$ cat config.mk
export PLATFORM = sky130hd
export DESIGN_NAME = serial_subtractor
export DESIGN_NICKNAME = d
export VERILOG_FILES = /design/src/rtl/serial_subtractor.sv
export SDC_FILE = /design/constraint.sdc
export NUM_CORES = 1
export LEC_CHECK = 0
export ABC_AREA = 1
export CORE_UTILIZATION = 36
export CTS_CLUSTER_DIAMETER = 50
export CTS_CLUSTER_SIZE = 30
export DETAILED_ROUTE_END_ITERATION = 8
export PLACE_DENSITY_LB_ADDON = 0.08
export SLEW_MARGIN = 20
export SYNTH_ARGS = -nofsm -noshare
export SYNTH_HDL_FRONTEND = slang
export SYNTH_SLANG_ARGS = --single-unit
$ cat constraint.sdc
create_clock -name clk -period 2.37 [get_ports clk]
set_input_delay 0.711 -clock clk [delete_from_list [all_inputs] [get_ports clk]]
set_output_delay 0.711 -clock clk [all_outputs]
set_load 0.01 [all_outputs]
$ cat src/rtl/serial_subtractor.sv
// Bit-serial subtractor: one full-subtractor cell with a registered borrow loop,
// consuming parallel operands LSB first and returning a registered parallel result.
module serial_subtractor #(
   parameter int unsigned WIDTH = 8
) (
   input  logic             clk,
   input  logic             rst_n,
   input  logic             start,
   input  logic [WIDTH-1:0] a_in,
   input  logic [WIDTH-1:0] b_in,
   input  logic             bin_in,
   output logic             busy,
   output logic             done,
   output logic [WIDTH-1:0] diff,
   output logic             borrow_out,
   output logic             ovf
);

   localparam int unsigned CntW = (WIDTH > 1) ? $clog2(WIDTH) : 1;

   typedef enum logic [1:0] {StIdle, StRun, StDone} state_e;

   state_e           state_q, state_d;
   logic [CntW-1:0]  cnt_q, cnt_d;
   logic [WIDTH-1:0] a_q, a_d;
   logic [WIDTH-1:0] b_q, b_d;
   logic [WIDTH-1:0] res_q, res_d;
   logic             br_q, br_d;
   logic [WIDTH-1:0] diff_q, diff_d;
   logic             borrow_q, borrow_d;
   logic             ovf_q, ovf_d;
   logic             busy_q, busy_d;
   logic             done_q, done_d;

   logic d_bit;
   logic br_nxt;
   logic last_bit;

   always_comb begin
      d_bit    = a_q[0] ^ b_q[0] ^ br_q;
      br_nxt   = (~a_q[0] & b_q[0]) | (~(a_q[0] ^ b_q[0]) & br_q);
      last_bit = (cnt_q == CntW'(WIDTH - 1));

      state_d  = state_q;
      cnt_d    = cnt_q;
      a_d      = a_q;
      b_d      = b_q;
      res_d    = res_q;
      br_d     = br_q;
      diff_d   = diff_q;
      borrow_d = borrow_q;
      ovf_d    = ovf_q;

      unique case (state_q)
         StIdle, StDone: begin
            if (start) begin
               a_d     = a_in;
               b_d     = b_in;
               br_d    = bin_in;
               cnt_d   = '0;
               state_d = StRun;
            end else begin
               state_d = StIdle;
            end
         end
         StRun: begin
            a_d   = {1'b0, a_q[WIDTH-1:1]};
            b_d   = {1'b0, b_q[WIDTH-1:1]};
            res_d = {d_bit, res_q[WIDTH-1:1]};
            br_d  = br_nxt;
            cnt_d = cnt_q + CntW'(1);
            if (last_bit) begin
               // Borrow into the MSB step vs. out of it exposes signed overflow.
               diff_d   = {d_bit, res_q[WIDTH-1:1]};
               borrow_d = br_nxt;
               ovf_d    = br_q ^ br_nxt;
               state_d  = StDone;
            end
         end
         default: state_d = StIdle;
      endcase

      busy_d = (state_d == StRun);
      done_d = (state_d == StDone);
   end

   always_ff @(posedge clk or negedge rst_n) begin
      if (!rst_n) begin
         state_q  <= StIdle;
         cnt_q    <= '0;
         a_q      <= '0;
         b_q      <= '0;
         res_q    <= '0;
         br_q     <= 1'b0;
         diff_q   <= '0;
         borrow_q <= 1'b0;
         ovf_q    <= 1'b0;
         busy_q   <= 1'b0;
         done_q   <= 1'b0;
      end else begin
         state_q  <= state_d;
         cnt_q    <= cnt_d;
         a_q      <= a_d;
         b_q      <= b_d;
         res_q    <= res_d;
         br_q     <= br_d;
         diff_q   <= diff_d;
         borrow_q <= borrow_d;
         ovf_q    <= ovf_d;
         busy_q   <= busy_d;
         done_q   <= done_d;
      end
   end

   assign busy       = busy_q;
   assign done       = done_q;
   assign diff       = diff_q;
   assign borrow_out = borrow_q;
   assign ovf        = ovf_q;

endmodule

==> After elaboration in Yosys (flattened, before gate mapping) <==
Index checks and enable logic that the tools add are counted.
W data, S select, Z words.
{ "totals": {"regBits": 42, "out_inout_bits": 12, "in_bits": 20} }
{ "classes": {"n_reduce_logical": 5, "n_eq_ne": 6, "mux": 11, "bitwise": 8, "n_addsub": 1} }
{ "op_table": {"columns": ["op", "n"], "rows": [
  ["$pmux W8 S2", 2],
  ["$mux W8", 2],
  ["$pmux W3 S2", 1],
  ["$eq A2 B1 Y1 const B", 2],
  ["$eq A2 B2 Y1 const B", 2],
  ["$pmux W2 S2", 1],
  ["$reduce_and A2 Y1", 2],
  ["$add A3 B1 Y3 const B", 1],
  ["$eq A3 B3 Y1 const B", 1],
  ["$mux W3", 1],
  ["$xor A1 B1 Y1", 3],
  ["$and A1 B1 Y1", 2],
  ["$logic_not A2 Y1", 1],
  ["$mux W1", 2],
  ["$mux W2", 1],
  ["$ne A2 B2 Y1 const B", 1],
  ["$not A1 Y1", 2],
  ["$pmux W1 S2", 1],
  ["$reduce_bool A2 Y1", 1],
  ["$reduce_or A2 Y1", 1],
  ["$or A1 B1 Y1", 1]
]} }

==> Depth between registers and ports, before layout <==
Gate-level depths: netlist of run 1.
{ "logic_depth": {"depth_word": 5, "depth_mapped": 8} }

==> Worst setup path before layout of run 1 <==
No wires, ideal clock.
{ "synth_timing": {"path_type": "input -> register", "from": "in start", "to": "reg a_q[0]", "t_arrival_ps": 1124, "setup_slack_ps": 1129, "setup_ps": 117, "stages": 6, "path_buffers": 1, "t_required_ps": 2253, "cell_sequence": "nand2_4 > nand2_8 > inv_6 > buf_6 > nand2_1 > nand2_1"} }
{ "synth_between": {"elab_chain_cells": 2} }
{ "synth_lines": {"columns": ["item", "line_no", "text"], "rows": [
  ["start: declaration", "8", "input logic start,"],
  ["$ne A2 B2 Y1 (no line)", null, null],
  ["$reduce_and A2 Y1 (no line)", null, null],
  ["end signal: assignment", "91", "a_q <= '0;"],
  ["end signal: assignment", "103", "a_q <= a_d;"],
  ["end: declaration", "25", "logic [WIDTH-1:0] a_q, a_d;"]
]} }
No other way between the ends.
A chain may end at the register's enable or synchronous reset.

==> Final worst setup path of run 1 <==
{ "layout_timing": {"from": "reg ovf_q (netlist: ovf)", "to": "out ovf"} }
{ "layout_rtl": {"columns": ["item", "line_no", "text"], "rows": [
  ["start: declaration", "31", "logic ovf_q, ovf_d;"],
  ["start signal: assignment", "109", "ovf_q <= ovf_d;"],
  ["end: declaration", "16", "output logic ovf"]
]} }
No word-level cell between the ends.

==> results of run 1 <==
==> stage by stage <==
stage               cells  setup WS [ps]  area (um^2)
finish                330          468.4         2425
global route          330          412.8         2425
CTS                   330          459.7         2425
detailed placement    322          574.8         2308
global placement      322          584.9         2308
floorplan             228           1129         1963
==> path summary, 6_finish.rpt <==
| kind | to | slack, ps | cells past startpoint |
|---|---|---|---|
| max reg2reg | br_q$_DFFE_PN0P_ | 940 | 6 |
| min in group clk | diff[3]$_DFFE_PN0P_ | 480 | 2 |
| max | ovf | 470 | 1 |
| min | diff[4]$_DFFE_PN0P_ | 370 | 1 |
| min reg2reg | diff[3]$_DFFE_PN0P_ | 480 | 2 |
| max in group asynchronous | ovf$_DFFE_PN0P_ | 1520 | 2 |
==> cells in the mapped netlist <==
cell      number
nand2_1       74
dfrtp_1       41
inv_1         39
nand3_1       30
o21ai_0       11
o21ai_2        8
buf_6          4
nor2_1         3
buf_2          2
buf_4          2
ha_1           2
nand2_4        2
nand2_8        2
a21oi_1        1
clkbuf_2       1
fa_1           1
inv_2          1
inv_4          1
inv_6          1
nor2_4         1
xor2_1         1
==> layout make-up <==
type | instances | area share (%)
Clock buffer | 7 | 3.560
Sequential cell | 41 | 42.31
Multi-Input combinational cell | 136 | 28.74
Tap cell | 70 | 3.612
Clock inverter | 1 | 1.238
Timing Repair Buffer | 33 | 13.73
Inverter | 42 | 6.811
==> logic make-up after synthesis <==
logic type | Yosys count
buffers and inverters | 51
XOR/XNOR | 1
adder cells (fa/ha/maj) | 3
AO/OA/AOI/OAI | 20
AND/OR/NAND/NOR | 112
flip-flops | 41
==> cell usage in the layout, fill, tap and decap left out, types with 2 or more instances in the layout <==
cell,netlist,routed
clkdlybuf4s50_1,0,30
nand3_1,30,30
clkbuf_8,0,6
nor2_1,3,3
nand2_4,2,2
o21ai_0,11,11
inv_1,39,39
nand2_8,2,2
dfrtp_1,41,41
nand2_1,74,74
o21ai_2,8,8
ha_1,2,2
==> worst register-to-register path, delay by kind of cell, from the launching register on <==
| kind | cells | cell delay (ps) |
|---|---|---|
| AND/OR/NAND/NOR | 4 | 540 |
| flip-flops | 1 | 420 |
| buffers and inverters | 2 | 380 |
==> flip-flops by register name, indices dropped and copies added (netlist names) <==
| register | count |
|---|---|
| cnt_q | 3 |
| a_q | 8 |
| state_q | 2 |
| borrow_out | 1 |
| b_q | 8 |
| diff | 8 |
| br_q | 1 |
| ovf | 1 |
| busy | 1 |
| res_q | 7 |
| done | 1 |
==> power groups by stage <==
stage | sequential, mW | combinational, mW | clock [mW]
floorplan | 1.21 | 1.10 | 0
global placement | 1.22 | 1.44 | 0
detailed placement | 1.22 | 1.46 | 0
CTS | 1.21 | 1.47 | 0.596
global route | 1.24 | 1.65 | 0.626
finish | 1.21 | 1.43 | 0.583
==> metal layers <==
layer | vias to the layer above | share of wire, % | wire (um) | track usage [%]
met1 | 645 | 52 | 1944 | 21.10
met4 | 0 | 1.2 | 46 | 6.173
met2 | 22 | 43 | 1620 | 20.85
li1 | 758 | - | - | -
met3 | 4 | 3.5 | 129 | 3.968
met5 | - | 0 | 0 | 0
==> impl_results.md, run 1 <==
- Outcome: finished, final reports clean
- First-pass GRT wire length: roughly 6000 um
- Peak Freq: 525.9 MHz
- Worst Hold Class: in -> async
- Max-slew violations: 0
- Final hold violation count: 0
- Clock Skew: ~3.4 ps
- Peak VDD IR: approximately 0.00081 V
- Placer Congestion: 0.7049
- CTS buffer count: 5
- Filler instances: ~520
- PD cells: between 1000 and 1500 nW/um^2
- Via density: between 4 and 5
- Via count: roughly 1400
- DRT Pass-1 Iters: 4
- Multi-input gate area: between 600 and 700 um^2
- Top-area cell type share of the netlist area: 52.26%
- CTS clk-pin slew, worst paths: around 80 ps
- Crit Path Category: reg -> out
- Buffers and inverters on the worst path: 1
- Die H: between 70 and 80 um
- Post-Synthesis Cells: approximately 230
- Post-CTS Hold Buffers: 0
- Largest stage delay, worst path: roughly 550 ps
- Gr usage total: 14.70%
- Worst r2r src: state_q[1]$_DFF_PN0_
- CP Launch Point: ovf$_DFFE_PN0P_
- Switching pwr: ~1.3 mW
- Period minus WS final: ~1900 ps
- Multiplexer share of the synthesized area: 0%
- Top delay family on crit path: buffers and inverters
- Fin util: a little under half
- Total of max-cap violations: 0
- Cell row count: 26
- Initial antenna violation count: 0
- Mapped Area: between 1500 and 2000 um^2
- Endpoint class of the critical path: output pin
- Residual DRC count: 0
- CP Data Arrival Time: 1190 ps
- Post-Syn Nets: about 250
- Starting Density: a little under two fifths
- Switching part of the total: approximately two fifths
- Reg power frac: a little under two fifths
- Die Span X: about 76 um
- Share of layout cells above drive strength 1: between 10% and 20%
- Diode count: 0
- Number of buffers inserted by port buffering: 31
- Number of global-route vias before repair: ~1300
- LEAKAGE: 1.253 nW
- Sequential Area: 1026 um^2
- Setup bufs post-CTS: 0
- Yosys reg bits: slightly above 40
- Resized cells post-CTS: 0
- Die ar.: ~5800 um^2
- Wire length per cell: 11.33 um
- Clk_lat worst skew: 290 ps
- Post-synthesis area per instance: 8.610 um^2
- Final wirelength: roughly 3700 um
- Max-slew headroom: about two thirds
- Adder-cell share of the synthesized area: between 2 and 2.5%
- Hold slack: between 300 and 400 ps
- Detailed placer's ending HPWL: between 2000 and 3000 um
- Grt total ovfl: 0
- Synth Area in Compound Gates: between 6 and 7%
- Layout Nets: 282
- Unrepaired setup endpoints after global routing: no
- Synth area leaders: dfrtp_1 (52%), nand2_1 (14%), nand3_1 (7.6%)
- Critical Path Start Type: register
- Worst-margin pin slew: approximately 500 ps
- Core area: 5172 um^2
- H-tree levels: 2
- Largest area contributor in the netlist: dfrtp_1
- Synth Area in Simple Gates: around a quarter
- Post-synthesis xor/xnor area fraction: 0.4461%
- Root Buffer: clkbuf_8
- Ports: 32
- CP max-delay cell: clkdlybuf4s50_1
- Largest net degree at the start of global routing: 35
- Power Total: between 3 and 4 mW
- Final setup TNS: 0 ps
- Comb pwr share: between 40% and 50%
- Max clock buf depth: 2
- Clock Power Share: between 10% and 20%
- Yosys warnings: 0
- CTS sink count: between 40 and 50
- Pint: about 2 mW
- TritonCTS clock tree: done
- Main combinational cell family by area after synthesis: simple AND/OR/NAND/NOR gates
- Cell-by-cell trace of the critical path: clkdlybuf4s50_1
- Critical path peak fanout: 2
- Layout area overhead: 23.52%
- Crit path required time: around 1700 ps
- DR iter-0 viols: between 50 and 60
- Setup-failing EPs final: 0
- ANT nets after route: 0
- Post-synthesis sequential area ratio: between 50% and 60%
- Synth cell types: 21
- Fin crit share: between 80% and 90%
(Power assumes the default switching activity.)
==> run 2: changes to the inputs <==
Clock period 2.37 ns to 1.8 ns, I/O delays scaled along.
==> run 2 against run 1 <==
Sequential share of layout area grew 0.26 points. Cell count grew 0.30%. Utilization shrank 0.29 points. Hold slack lost 200 ps. Largest cell class unchanged. Critical endpoint unchanged.
==> impl_results.md, run 2 (synthesis gave the netlist of run 1 again) <==
- Unrepaired setup endpoints after global routing: no
- Max clock buf depth: 2 (unchanged)
- Starting Density: 37.95% (unchanged)
- LEAKAGE: 1.248 nW (-0.41%)
- Worst Hold Class: in -> async
- Period minus WS final: around 1800 ps
- CP max-delay cell: clkdlybuf4s50_1
- Top delay family on crit path: buffers and inverters
- Max-slew headroom: 72.62% (+5.0 points)
- DRT Pass-1 Iters: 4 (unchanged)
- Critical Path Start Type: register
- Cell-by-cell trace of the critical path: clkdlybuf4s50_1
- Gr usage total: 15.73% (+1.0 points)
- Endpoint class of the critical path: output pin
- PD cells: 1701 nW/um^2 (+28%)
- DR iter-0 viols: 108 (+100%)
- Residual DRC count: 0 (unchanged)
- Most frequent cells in the layout: nand2_1 (74), dfrtp_1 (41), inv_1 (39)
- Commonest non-fill, non-tap cell in the layout: nand2_1
- Die ar.: 5752 um^2 (unchanged)
- Peak Freq: ~570 MHz
- Post-route cell area: 2410 um^2 (-0.62%)
- Die H: 75.85 um (unchanged)
- CTS clk-pin slew, worst paths: 80 ps (about the same)
- Critical path peak fanout: 2 (unchanged)
- ANT nets after route: 0 (unchanged)
- Initial antenna violation count: 0 (unchanged)
- Setup bufs post-CTS: 0 (unchanged)
- Diode count: 0 (unchanged)
- Via density: 4.372 (+0.95%)
- Largest net degree at the start of global routing: 35 (unchanged)
- Max-slew violations: 0 (unchanged)
- Clk_lat worst skew: 290 ps (about the same)
- Hold slack: 174.1 ps (-199.1 ps)
- Grt total ovfl: 0 (unchanged)
- Ports: 32 (unchanged)
- Die Span X: 75.85 um (unchanged)
- Via count: 1447 (+1.3%)
- Setup-failing EPs final: 0 (unchanged)
- Final wirelength: 3809 um (+1.9%)
- TritonCTS clock tree: done
- Largest stage delay, worst path: 550 ps (about the same)
- Cell Area, Placed: 2323 um^2 (+0.65%)
- Wire length per cell: 11.51 um (+1.6%)
- CTS buffer count: 5 (unchanged)
- Fin crit share: a little over nine tenths
- Crit Path Category: reg -> out
- Layout Nets: 284 (+0.71%)
- Buffers and inverters on the worst path: 1 (unchanged)
- Clock Skew: 6.029 ps (+2.597 ps)
- CP Data Arrival Time: 1220 ps (+30 ps)
- Cell row count: 26 (unchanged)
- Worst-margin pin slew: 410.7 ps (-75.66 ps)
- Number of global-route vias before repair: 1396 (+7.1%)
- Root Buffer: clkbuf_8
- Outcome: finished, final reports clean
- Core area: 5172 um^2 (unchanged)
- Placer Congestion: 0.7034 (-0.21%)
- Filler instances: 495 (-5.4%)
- First-pass GRT wire length: 6561 um (+7.3%)
- Share of layout cells above drive strength 1: 10.34% (+0.34 points)
- Resized cells post-CTS: 0 (unchanged)
- CTS sink count: 41 (unchanged)
- Layout area overhead: 22.75%
- Final hold violation count: 0 (unchanged)
- Detailed placer's ending HPWL: 2590 um (+1.1%)
- Crit path required time: 1260 ps (-400 ps)
- Total of max-cap violations: 0 (unchanged)
- H-tree levels: 2 (unchanged)
- Peak VDD IR: 0.0008228 V (+2.1%)
- Number of buffers inserted by port buffering: 31 (unchanged)
- Final setup TNS: 0 ps (unchanged)
- Post-CTS Hold Buffers: 0 (unchanged)
-- run 2: changes by cell type in the layout (fill, tap and decap cells not counted), sizes merged --
cell	before	now
buf	3	5
bufinv	1	0
-- run 2: cell type report --
| cell class | count | area, um^2 | area share, % |
|---|---|---|---|
| sequential | 41 | 1026 | 42.58 |
| multi-input combinational | 136 | 696.9 | 28.92 |
| timing repair buffer | 35 | 347.8 | 14.43 |
| inverter | 42 | 165.2 | 6.854 |
| tap | 70 | 87.58 | 3.634 |
| clock buffer | 7 | 86.33 | 3.583 |
-- run 2: final timing paths --
| kind | start | to | slack (ps) | depth (start not counted) |
|---|---|---|---|---|
| max in group asynchronous | rst_n | res_q[1]$_DFFE_PN0P_ | 1160 | 2 |
| min in group clk | cnt_q[0]$_DFFE_PN0P_ | cnt_q[0]$_DFFE_PN0P_ | 480 | 1 |
| min reg2reg | cnt_q[0]$_DFFE_PN0P_ | cnt_q[0]$_DFFE_PN0P_ | 480 | 1 |
| min | rst_n | br_q$_DFFE_PN0P_ | 170 | 1 |
| max | ovf$_DFFE_PN0P_ | ovf | 40 | 1 |
| max reg2reg | cnt_q[0]$_DFFE_PN0P_ | diff[1]$_DFFE_PN0P_ | 440 | 5 |
-- run 2: per-stage QoR --
stage | std cells | setup WS, ps | power, mW | util [%]
2_1_floorplan | 228 | 573.9 | 3.041 | -
3_3_place_gp | 324 | 185.2 | 3.510 | 44.92
3_5_place_dp | 324 | 157.3 | 3.539 | 44.92
4_1_cts | 331 | 46.42 | 4.163 | 46.59
5_1_grt | 331 | 34.34 | 4.500 | 46.59
6_report | 331 | 43.24 | 4.100 | 46.59
-- run 2: where the power goes --
group,total (mW),internal [mW],switching (mW)
sequential,1.60,1.35,0.250
combinational,1.90,0.784,1.12
clock,0.600,0.304,0.296
total,4.10,2.44,1.66
-- run 2: worst reg2reg max path, cell delays in order, from the launching register on --
cell and delay [ps]:
dfrtp_1 400, ha_1 210, ha_1 260, nand2_4 240, nand2_1 100, o21ai_2 60
-- run 2: layer usage --
metal  part of all wire, %  global-route usage, %  up-vias  wire length (um)
met5                     0                      0        -                 0
met4                   1.5                  5.556        0                59
met3                   3.4                  3.968        6               129
met2                    44                  24.78       22              1663
met1                    51                  21.04      666              1957
li1                      -                      -      753                 -
